**src/rtl/volume_ramp.sv**
```systemverilog
// Multi-channel audio attenuator with zipper-free ramping.
// Each signed channel sample is shifted right arithmetically by the applied
// attenuation. Button edges move a target attenuation. The applied attenuation
// walks toward the target one step every ramp_samples_p accepted samples.
// Mute ramps the applied attenuation to max_atten_p and then forces zero output.
//
// Handshake: a transfer happens on any clock edge where valid and ready are
// both high. Upstream sees ready_o = ~valid_o | ready_i, so the single output
// register is refilled on the same cycle it drains. data_o and valid_o are held
// while downstream stalls.
module volume_ramp #(
    parameter int width_p        = 24,
    parameter int channels_p     = 2,
    parameter int min_atten_p    = 0,
    parameter int max_atten_p    = 7,
    parameter int reset_atten_p  = 3,
    parameter int ramp_samples_p = 4
) (
    input  logic                                 clk_i,
    input  logic                                 reset_i,
    input  logic                                 up_i,
    input  logic                                 down_i,
    input  logic                                 mute_i,
    input  logic                                 valid_i,
    output logic                                 ready_o,
    input  logic [channels_p*width_p-1:0]        data_i,
    output logic                                 valid_o,
    input  logic                                 ready_i,
    output logic [channels_p*width_p-1:0]        data_o,
    output logic [$clog2(max_atten_p+1)-1:0]     atten_o,
    output logic                                 muted_o
);

    localparam int AW = $clog2(max_atten_p + 1);
    localparam int CW = (ramp_samples_p > 1) ? $clog2(ramp_samples_p) : 1;
    localparam int DW = channels_p * width_p;

    localparam logic [AW-1:0] MIN_A   = AW'(min_atten_p);
    localparam logic [AW-1:0] MAX_A   = AW'(max_atten_p);
    localparam logic [AW-1:0] RESET_A = AW'(reset_atten_p);
    localparam logic [CW-1:0] LAST_C  = CW'(ramp_samples_p - 1);

    // Button edge history and control state
    logic          up_prev_q, down_prev_q, mute_prev_q;
    logic          mute_q, mute_d;
    logic          muted_q, muted_d;
    logic [AW-1:0] target_q, target_d;
    logic [AW-1:0] atten_q, atten_d;
    logic [CW-1:0] count_q, count_d;

    // Data path state
    logic          valid_q, valid_d;
    logic [DW-1:0] data_q, data_d;
    logic [DW-1:0] shifted_w;

    logic          up_ev, down_ev, mute_ev;
    logic          accept;
    logic [AW-1:0] eff_target;

    assign ready_o = ~valid_q | ready_i;
    assign accept  = valid_i & ready_o;

    assign valid_o = valid_q;
    assign data_o  = data_q;
    assign atten_o = atten_q;
    assign muted_o = muted_q;

    // Button events, target attenuation and mute state
    always_comb begin
        up_ev    = up_i & ~up_prev_q;
        down_ev  = down_i & ~down_prev_q;
        mute_ev  = mute_i & ~mute_prev_q;
        target_d = target_q;
        if (up_ev && !down_ev) begin
            if (target_q > MIN_A) target_d = target_q - 1'b1;
        end else if (down_ev && !up_ev) begin
            if (target_q < MAX_A) target_d = target_q + 1'b1;
        end
        mute_d = mute_q ^ mute_ev;
        // Output goes silent only once the ramp has reached the quietest step;
        // an unmute event drops it immediately.
        muted_d = mute_d & (atten_q == MAX_A);
    end

    // Applied-attenuation ramp: one step per ramp_samples_p accepted samples
    always_comb begin
        eff_target = mute_q ? MAX_A : target_q;
        atten_d    = atten_q;
        count_d    = count_q;
        if (atten_q == eff_target) begin
            count_d = '0;
        end else if (accept) begin
            if (count_q == LAST_C) begin
                count_d = '0;
                atten_d = (atten_q < eff_target) ? atten_q + 1'b1 : atten_q - 1'b1;
            end else begin
                count_d = count_q + 1'b1;
            end
        end
    end

    // Per-channel sign-preserving shift by the currently applied attenuation
    always_comb begin
        shifted_w = '0;
        for (int ch = 0; ch < channels_p; ch++) begin
            shifted_w[ch*width_p +: width_p] = $signed(data_i[ch*width_p +: width_p]) >>> atten_q;
        end
    end

    // Output register load / drain
    always_comb begin
        valid_d = valid_q;
        data_d  = data_q;
        if (accept) begin
            valid_d = 1'b1;
            data_d  = muted_d ? '0 : shifted_w;
        end else if (ready_i && valid_q) begin
            valid_d = 1'b0;
        end
    end

    // State registers, asynchronous active-low reset
    always_ff @(posedge clk_i or negedge reset_i) begin
        if (!reset_i) begin
            up_prev_q   <= 1'b0;
            down_prev_q <= 1'b0;
            mute_prev_q <= 1'b0;
            mute_q      <= 1'b0;
            muted_q     <= 1'b0;
            target_q    <= RESET_A;
            atten_q     <= RESET_A;
            count_q     <= '0;
            valid_q     <= 1'b0;
            data_q      <= '0;
        end else begin
            up_prev_q   <= up_i;
            down_prev_q <= down_i;
            mute_prev_q <= mute_i;
            mute_q      <= mute_d;
            muted_q     <= muted_d;
            target_q    <= target_d;
            atten_q     <= atten_d;
            count_q     <= count_d;
            valid_q     <= valid_d;
            data_q      <= data_d;
        end
    end

endmodule
```
**config.mk**
```make
export PLATFORM = sky130hd
export DESIGN_NAME = volume_ramp
export DESIGN_NICKNAME = d
export VERILOG_FILES = /design/src/rtl/volume_ramp.sv
export SDC_FILE = /design/constraint.sdc
export NUM_CORES = 1
export LEC_CHECK = 0
export BUFFER_PORTS_ARGS = -buffer_cell sky130_fd_sc_hd__buf_2
export CAP_MARGIN = 10
export CORE_MARGIN = 3
export CORE_UTILIZATION = 40
export CTS_CLUSTER_DIAMETER = 80
export DETAILED_ROUTE_END_ITERATION = 12
export HOLD_SLACK_MARGIN = 0.02
export PLACE_DENSITY = 0.7
export REMOVE_ABC_BUFFERS = 1
export SLEW_MARGIN = 20
export SYNTH_ARGS = -nofsm -noshare
export SYNTH_HDL_FRONTEND = slang
export SYNTH_SLANG_ARGS = --single-unit
```
**constraint.sdc**
```tcl
create_clock -name clk_i -period 2.4 [get_ports clk_i]
set_clock_uncertainty 0.2 [all_clocks]
set_input_delay 0.48 -clock clk_i [delete_from_list [all_inputs] [get_ports clk_i]]
set_output_delay 0.48 -clock clk_i [all_outputs]
set_load 0.1 [all_outputs]
```
==> metrics.md, run 1 <==
| Metric | Value |
|---|---|
| Outcome | complete, no violations |
| Post-Syn Area | 0.00399 mm^2 |
| Layout area overhead | 22.9% |
| Chip Height | 106 um |
| Routed Antenna Nets | 0 |
| Nets | 569 |
| Post-Synth XOR/XNOR Area | 0.00878 |
| Core ar. | 0.00946 mm^2 |
| Sink Count | 62 |
| Vias | 3735 |
| EDFF count, synth | 0 |
| Worst-path fanout max | 34 |
| Final hold vios | 0 |
| Area share of the largest cell type after synthesis | 0.364 |
| Placed cell count | 624 |
| Critical Path RT | 1.72 ns |
| Adder-Cell Fraction of Synth Area | 0.0257 |
| Ys Warns | 0 |
| Top post-synthesis cells by count | dfrtp_1 (58), nand2_1 (46), o22ai_1 (29) |
| Critical path arrival | 1.60 ns |
| CP endpoint kind | output pin |
| GRT overflow | 0 |
| First DRT Iteration DRCs | 216 |
| Area leader, netlist | dfrtp_1 |
| Setup Fix Bufs, Post-CTS | 0 |
| Antenna cells | 0 |
| CP Class | flip-flop to output pin |
| Fin util | 0.519 |
| Finish-stage setup viols | 0 |
| Post-Synth Simple-Gate Area | 0.100 |
| Fraction of layout cells with a size suffix above 1 | 0.375 |
| Top FF cell, synth | dfrtp_1 |
| Fin cells | 641 |
| H-tree Lvls | 3 |
| Post-synthesis register bit count | 62 |
| Ranking of synthesized cells by area | dfrtp_1 (36%), mux2_2 (7.1%), mux2i_1 (6.8%) |
| Period Utilization, post-route | 0.951 |
| Clk pin slew, worst setup/hold paths | 0.07 ns |
| Initial core utilization | 0.422 |
| First-pass GRT wire length | 18300 um |
| RSZ-0062 raised after global routing | no |
| GR Util All Layers | 0.202 |
| CP Launch Type | flip-flop |
| Site Rows | 35 |
| Fmax achieved | 0.438 GHz |
| CTS Buffer Depth | 2 |
| Routed wire per std cell | 17.8 um |
| Vias in the first global route | 3695 |
| Combinational family with the most area after synthesis | compound AO/OA/AOI/OAI gates |
| Distinct cell type count after synthesis | 42 |
| Multi-input logic area | 0.00222 mm^2 |
| Minimum clock period after layout | 2.28 ns |
| Max_slew headroom | 0.351 |
| RePlAce Congestion | 0.924 |
| DP HPWL | 8350 um |
| TritonCTS Buffers | 9 |
| Root Buffer | clkbuf_8 |
| Hold WC Path Type | primary input to flip-flop |
| Slew of the pin with the lowest slew margin | 0.973 ns |
| # DRC | 0 |
| Final count of pins violating max slew | 0 |
| IO Port Bufs | 108 |
| Vias per cell | 5.83 |
| Mux contribution to synthesized area | 0.161 |
| CTS tree | built |
| DRT Wirelength | 11400 um |
| Fillers | 910 |
| Largest net degree at the start of global routing | 44 |
| Worst skew pair latency | 0.34 ns |
| Synth Instances | 400 |
| Post-synthesis average cell area | 9.98 um^2 |
| 1st-pass router iterations | 4 |
| Count leader, synth | dfrtp_1 |
| Storage element area | 0.00156 mm^2 |
| I/O Pins | 109 |
| Register area share after synthesis | 0.390 |
| Maxcap violations | 0 |
| Compound-Gate Fraction of Synth Area | 0.259 |
| Die width | 106 um |
| Die ar. | 0.0112 mm^2 |
| Initial antenna violation count | 0 |
| Ys async rst share | 1.00 |
-- routing by layer --
layer  vias up  GRT usage  routed length [um]
met2       182      0.321                5460
met3        21     0.0480                 965
met5         -          0                   0
met4         0     0.0851                 237
li1       1749          -                   -
met1      1783      0.265                4760
-- area by class of cell --
class | instances | area share
Clock buffer | 12 | 0.0296
Clock inverter | 4 | 0.0143
Inverter | 5 | 0.00383
Multi-Input combinational cell | 298 | 0.453
Sequential cell | 62 | 0.318
Tap cell | 129 | 0.0329
Timing Repair Buffer | 131 | 0.149
-- state kept, by name, indices dropped and copies added, names as in the netlist --
| register | flops |
|---|---|
| mute_prev_q | 1 |
| mute_q | 1 |
| atten_o | 3 |
| muted_o | 1 |
| down_prev_q | 1 |
| count_q | 2 |
| target_q | 3 |
| data_o | 48 |
| valid_o | 1 |
| up_prev_q | 1 |
-- repair_timing --
item	CTS	global route
endpoints found under the setup margin	0	2
resized for setup	0	2
endpoints found under the hold margin	19	0
hold buffers	1	0
-- critical path: stages, from the launching register on --
cell	delay (ns)
dfrtp_2	0.40
buf_4	0.41
clkbuf_4	0.44
-- cells in the final DEF, fill, tap and decap left out, drive strengths merged, types with 2 or more instances in the layout --
master and count:
a21oi 12, o211ai 2, mux2 25, o211a 2
buf 129, nand2 46, nand2b 9, fa 2
and2 2, xnor2 3, o21ai 26, bufinv 2
a22oi 13, inv 5, a32o 7, or2 2
and3 2, o221ai 5, o22ai 29, clkinv 2
a221oi 16, a31oi 3, mux4 4, nor3 2
dfstp 4, nor2 20, a22o 14, a211oi 3
o31ai 10, dfrtp 58, ha 5, clkbuf 13
nor2b 3, mux2i 27
-- path summary, 6_finish.rpt --
check | start | endpoint | slack [ns] | cells past startpoint
worst max-delay path | atten_o[2] | atten_o[2] | 0.12 | 2
worst min-delay path | down_i | down_prev_q | 0.06 | 1
worst max register to register | atten_o[0] | data_o[12] | 0.12 | 5
worst min register to register | data_o[19] | data_o[19] | 0.28 | 2
max in group asynchronous | reset_i | target_q[0] | 0.94 | 3
min in group asynchronous | reset_i | data_o[8] | 0.41 | 2
-- through the flow --
step           setup TNS [ns]  instance area [um^2]  setup WS [ns]  hold slack (ns)
4_1_cts                     0                  4900         0.0396           0.0495
5_1_grt                     0                  4900         0.0107           0.0548
2_1_floorplan          -69.83                  3790          -1.72          -0.0156
3_5_place_dp                0                  4670          0.105            0.254
6_report                    0                  4900          0.117           0.0594
3_3_place_gp                0                  4670          0.103            0.243
-- kinds of logic after synthesis --
kind of cell / after synthesis
AO/OA/AOI/OAI: 143
XOR/XNOR: 4
adder cells (fa/ha/maj): 7
buffers and inverters: 40
flip-flops: 62
multiplexers: 56
AND/OR/NAND/NOR: 88
Power of run 1 is left out: the tool's default activity adds up to more than one toggle a clock period on the data nets, which glitch-free logic cannot reach.
==> run 2: changes to the inputs <==
--- a/constraint.sdc
+++ b/constraint.sdc
@@ -4,2 +4,2 @@
 set_output_delay 0.48 -clock clk_i [all_outputs]
-set_load 0.1 [all_outputs]
+set_load 0.005 [all_outputs]
==> run 2 against run 1 <==
Sequential share of layout area about the same. Utilization about the same. Die area unchanged. First-iteration DRC count unchanged. Flip-flop and latch count unchanged. Critical path depth increased by 3. Final area about the same. Non-clock buffer count unchanged. Critical path type is now flip-flop to flip-flop. Highest routed layer unchanged.
==> metrics.md, run 2 (synthesized netlist as in run 1, its figures left out) <==
| Metric | Value |
|---|---|
| Outcome | complete, no violations |
| Period Utilization, post-route | 0.947 |
| Initial antenna violation count | 0 |
| DP HPWL | 8350 um |
| CTS Buffer Depth | 2 |
| DRT Wirelength | 11400 um |
| Peak supply drop | 0.529 mV |
| Layout area overhead | 22.8% |
| I/O Pins | 109 |
| 1st-pass router iterations | 5 |
| First-pass GRT wire length | 18300 um |
| Most common cell after layout, fill and taps aside | buf_2 |
| Root Buffer | clkbuf_8 |
| Finish-stage setup viols | 0 |
| Commonest cells after routing, fill and taps aside | buf_2 (108), dfrtp_1 (57), nand2_1 (45) |
| GRT overflow | 0 |
| Core ar. | 0.00946 mm^2 |
| Hold WC Path Type | primary input to flip-flop |
| Critical Path RT | 2.48 ns |
| Leak pwr | 2.23 nW |
| Largest net degree at the start of global routing | 44 |
| Routed wire per std cell | 17.8 um |
| Clk pin slew, worst setup/hold paths | 0.07 ns |
| Critical path arrival | 2.35 ns |
| Sink Count | 62 |
| RSZ-0062 raised after global routing | no |
| Antenna cells | 0 |
| Max FFs per register | 48 |
| Slew of the pin with the lowest slew margin | 0.965 ns |
| Fraction of layout cells with a size suffix above 1 | 0.375 |
| Die width | 106 um |
| Worst-path fanout max | 21 |
| Vias in the first global route | 3695 |
| Vias | 3730 |
| Chip Height | 106 um |
| RePlAce Congestion | 0.924 |
| Routed Antenna Nets | 0 |
| IO Port Bufs | 108 |
| Final count of pins violating max slew | 0 |
| Vias per cell | 5.82 |
| GR Util All Layers | 0.202 |
| H-tree Lvls | 3 |
| Nets | 569 |
| Die ar. | 0.0112 mm^2 |
| CP Class | flip-flop to flip-flop |
| Post-route setup TNS | 0 ns |
| Initial core utilization | 0.422 |
| Pwr dens | 1300 mW/mm^2 |
| First DRT Iteration DRCs | 216 |
| Hold Worst Slack | 0.0590 ns |
| CTS tree | built |
| Total power | 6.38 mW |
| CP Launch Type | flip-flop |
| Site Rows | 35 |
| Fillers | 909 |
| Maxcap violations | 0 |
| Minimum clock period after layout | 2.27 ns |
| CP endpoint kind | flip-flop |
| Worst skew pair latency | 0.34 ns |
| Max_slew headroom | 0.356 |
| TritonCTS Buffers | 9 |
| Final hold vios | 0 |
| Fmax achieved | 0.440 GHz |
| Setup Fix Bufs, Post-CTS | 0 |
| # DRC | 0 |
-- run 2: cell types whose count changed in the layout (fill, tap and decap cells not counted) --
| cell | delta |
|---|---|
| buf_2 | +1 |
| clkbuf_4 | -1 |
-- run 2: worst max-delay path: stages, from the launching register on --
cell	delay (ns)
dfstp_2	0.41
buf_4	0.18
and2_1	0.18
and3_4	0.21
nor2_2	0.75
a32o_1	0.29
-- run 2: power by group --
part / switching [mW] / internal [mW]
clock: 0.415 / 0.611
sequential: 0.343 / 1.53
combinational: 1.83 / 1.64
total: 2.59 / 3.79
-- run 2: timing repair --
| action | CTS | global route |
|---|---|---|
| hold buffers | 1 | 0 |
| resized for setup | 0 | 1 |
| endpoints found under the hold margin | 19 | 0 |
| endpoints found under the setup margin | 0 | 1 |
-- run 2: cell type report --
cell class,instances,area [um^2],area share
tap,129,161,0.0329
clock inverter,4,70.1,0.0143
inverter,5,18.8,0.00383
clock buffer,12,145,0.0296
multi-input combinational,298,2220,0.453
sequential,62,1560,0.318
timing repair buffer,131,728,0.149
-- run 2: path summary, 6_finish.rpt --
kind | startpoint | end | slack, ns | cells after the start
worst max-delay path | atten_o[0] | data_o[12] | 0.13 | 5
worst min-delay path | down_i | down_prev_q | 0.06 | 1
worst max register to register | atten_o[0] | data_o[12] | 0.13 | 5
worst min register to register | data_o[19] | data_o[19] | 0.28 | 2
max in group asynchronous | reset_i | target_q[0] | 0.94 | 3
min in group asynchronous | reset_i | data_o[8] | 0.41 | 2
-- run 2: metal layers --
layer / track usage / wire [um] / vias up
li1: - / - / 1750
met1: 0.265 / 4750 / 1785
met2: 0.321 / 5450 / 174
met3: 0.0480 / 947 / 21
met4: 0.0851 / 237 / 0
met5: 0 / 0 / -
-- run 2: through the flow --
| stage | instance area [um^2] | std cells | util | setup slack [ns] |
|---|---|---|---|---|
| floorplan | 3790 | 365 | - | -1.05 |
| global route | 4900 | 641 | 0.518 | 0.0107 |
| detailed placement | 4670 | 624 | 0.494 | 0.105 |
| global placement | 4670 | 624 | 0.494 | 0.103 |
| finish | 4900 | 641 | 0.518 | 0.127 |
| CTS | 4900 | 641 | 0.518 | 0.0890 |
Note: power is estimated with default switching activity, not from simulation.
==> run 3: changes to the inputs <==
- clock period: 2.4 -> 2.3 ns (I/O delays scaled with it)
==> run 3 against run 2 <==
Flip-flop and latch count is the same. Combinational power grew 7.8%. Largest cell class unchanged. Sequential power grew 3%. Largest power group unchanged. Hold slack lost 0.021 ns. Critical path depth grew 2. Global-route usage shrank 0.30 points. Wire length shrank 0.48%. Final cell count grew 0.31%.
==> metrics.md, run 3 (synthesized netlist as in run 1, its figures left out) <==
| Metric | Value |
|---|---|
| Hold WC Path Type | primary input to flip-flop |
| Final hold vios | 0 |
| Sink Count | 62 |
| Site Rows | 35 |
| Setup Fix Bufs, Post-CTS | 0 |
| First DRT Iteration DRCs | 251 |
| RePlAce Congestion | 0.904 |
| Storage element area | 0.00156 mm^2 |
| Outcome | complete, no violations |
| Critical path arrival | 2.19 ns |
| Critical Path RT | 2.32 ns |
| DRT Wirelength | 11300 um |
| Origin of the critical flop-to-flop path | target_q[0] |
| Peak supply drop | 0.457 mV |
| Routed Antenna Nets | 0 |
| H-tree Lvls | 3 |
| Initial antenna violation count | 1 |
| Die width | 106 um |
| Sw power | 2.72 mW |
| Max FFs per register | 48 |
| First-pass GRT wire length | 17900 um |
| Sequential share of power | 0.281 |
| Fin util | 0.528 |
| CTS tree | built |
| IO Port Bufs | 108 |
| I/O Pins | 109 |
| Fmax achieved | 0.461 GHz |
| Critical path's slowest cell | dfstp_2 |
| 1st-pass router iterations | 5 |
| Crit path cell chain | or2_2 > ha_1 > and3_1 > nor3b_1 > buf_4 > nand2_1 > xnor2_1 |
| Pwr dens | 1380 mW/mm^2 |
| Logic pwr share | 0.543 |
| Multi-input logic area | 0.00223 mm^2 |
| Chip Height | 106 um |
| Finish-stage setup viols | 0 |
| Initial core utilization | 0.422 |
| Clk pin slew, worst setup/hold paths | 0.07 ns |
| Nets | 571 |
| Max_slew headroom | 0.642 |
| Vias in the first global route | 3648 |
| Final count of pins violating max slew | 0 |
| Root Buffer | clkbuf_8 |
| CTS Buffer Depth | 2 |
| Antenna cells | 0 |
| Worst-path fanout max | 8 |
| Largest net degree at the start of global routing | 44 |
| RSZ-0062 raised after global routing | no |
| CP Class | flip-flop to flip-flop |
| GR Util All Layers | 0.199 |
| Die ar. | 0.0112 mm^2 |
| CP peak stage delay | 0.41 ns |
| Total power | 6.89 mW |
| Minimum clock period after layout | 2.17 ns |
| Vias | 3737 |
| Slew of the pin with the lowest slew margin | 0.535 ns |
| Commonest cells after routing, fill and taps aside | buf_2 (108), dfrtp_1 (57), nand2_1 (45) |
| CP Launch Type | flip-flop |
| Routed wire per std cell | 17.6 um |
| TritonCTS Buffers | 9 |
| Clk pwr share | 0.176 |
| Maxcap violations | 0 |
| CP endpoint kind | flip-flop |
| Fillers | 885 |
| Vias per cell | 5.81 |
| Net Sw Frac | 0.395 |
| CP startpoint | target_q[0] |
| Hold path start | down_i |
| GRT overflow | 0 |
| # DRC | 0 |
| Layout area overhead | 25.1% |
| DP HPWL | 8280 um |
| Leak pwr | 2.27 nW |
| Internal | 4.17 mW |
| Core ar. | 0.00946 mm^2 |
| Most common cell after layout, fill and taps aside | buf_2 |
| Worst skew pair latency | 0.34 ns |
| Period Utilization, post-route | 0.943 |
| Fraction of layout cells with a size suffix above 1 | 0.377 |
==> run 3: changes by cell type in the layout (fill, tap and decap cells not counted) <==
| cell | before | now |
|---|---|---|
| bufinv_16 | 2 | 3 |
| clkbuf_8 | 10 | 11 |
| nor2_4 | 0 | 1 |
| buf_4 | 21 | 20 |
| clkinv_2 | 2 | 0 |
| buf_12 | 1 | 4 |
| nor2_2 | 3 | 2 |
==> run 3: what timing repair did <==
action                                  4_1_cts  5_1_grt
hold buffers                                  1        0
endpoints found under the setup margin        0        7
endpoints found under the hold margin        19        0
gates resized for setup                       0        3
==> run 3: power by group through the flow <==
stage / sequential, mW / clock, mW / combinational (mW)
4_1_cts: 1.94 / 1.23 / 3.71
3_3_place_gp: 1.94 / 0 / 3.61
6_report: 1.94 / 1.21 / 3.74
5_1_grt: 2.00 / 1.28 / 4.13
3_5_place_dp: 1.95 / 0 / 3.69
2_1_floorplan: 2.13 / 0 / 2.11
==> run 3: stage by stage <==
step                hold WS [ns]  cells  worst slack [ns]  TNS [ns]  instance area, um^2
floorplan                -0.0356    365             -1.15    -31.68                 3790
global placement           0.226    626            0.0989         0                 4720
detailed placement         0.228    626            0.0300         0                 4720
CTS                       0.0340    643            0.0681         0                 4980
global route              0.0299    643            0.0128         0                 4990
finish                    0.0376    643             0.132         0                 4990
==> run 3: area by class of cell <==
class | count | share of cell area
flip-flops and latches | 62 | 0.312
well taps | 129 | 0.0323
repair buffers | 133 | 0.156
clock buffers | 13 | 0.0318
clock inverters | 3 | 0.0180
inverters | 5 | 0.00376
multi-input cells | 298 | 0.446
==> run 3: final timing paths <==
path	end	slack [ns]	depth (start not counted)
worst max-delay path	atten_o[2]	0.13	7
worst min-delay path	down_prev_q	0.04	1
worst max register to register	atten_o[2]	0.13	7
worst min register to register	data_o[47]	0.28	2
max in group asynchronous	target_q[1]	0.86	3
min in group asynchronous	data_o[8]	0.39	2
==> run 3: critical path: cells and delay by family, from the launching register on <==
kind	cells	cell delay [ns]
XOR/XNOR	1	0.12
flip-flops	1	0.41
adder cells (fa/ha/maj)	1	0.27
AND/OR/NAND/NOR	4	0.87
buffers and inverters	1	0.18
==> run 3: routing by layer <==
layer,vias up,track usage,wire (um)
met5,-,0,7
met4,2,0.0759,276
met3,26,0.0504,787
met2,139,0.310,5300
met1,1819,0.269,4960
li1,1751,-,-
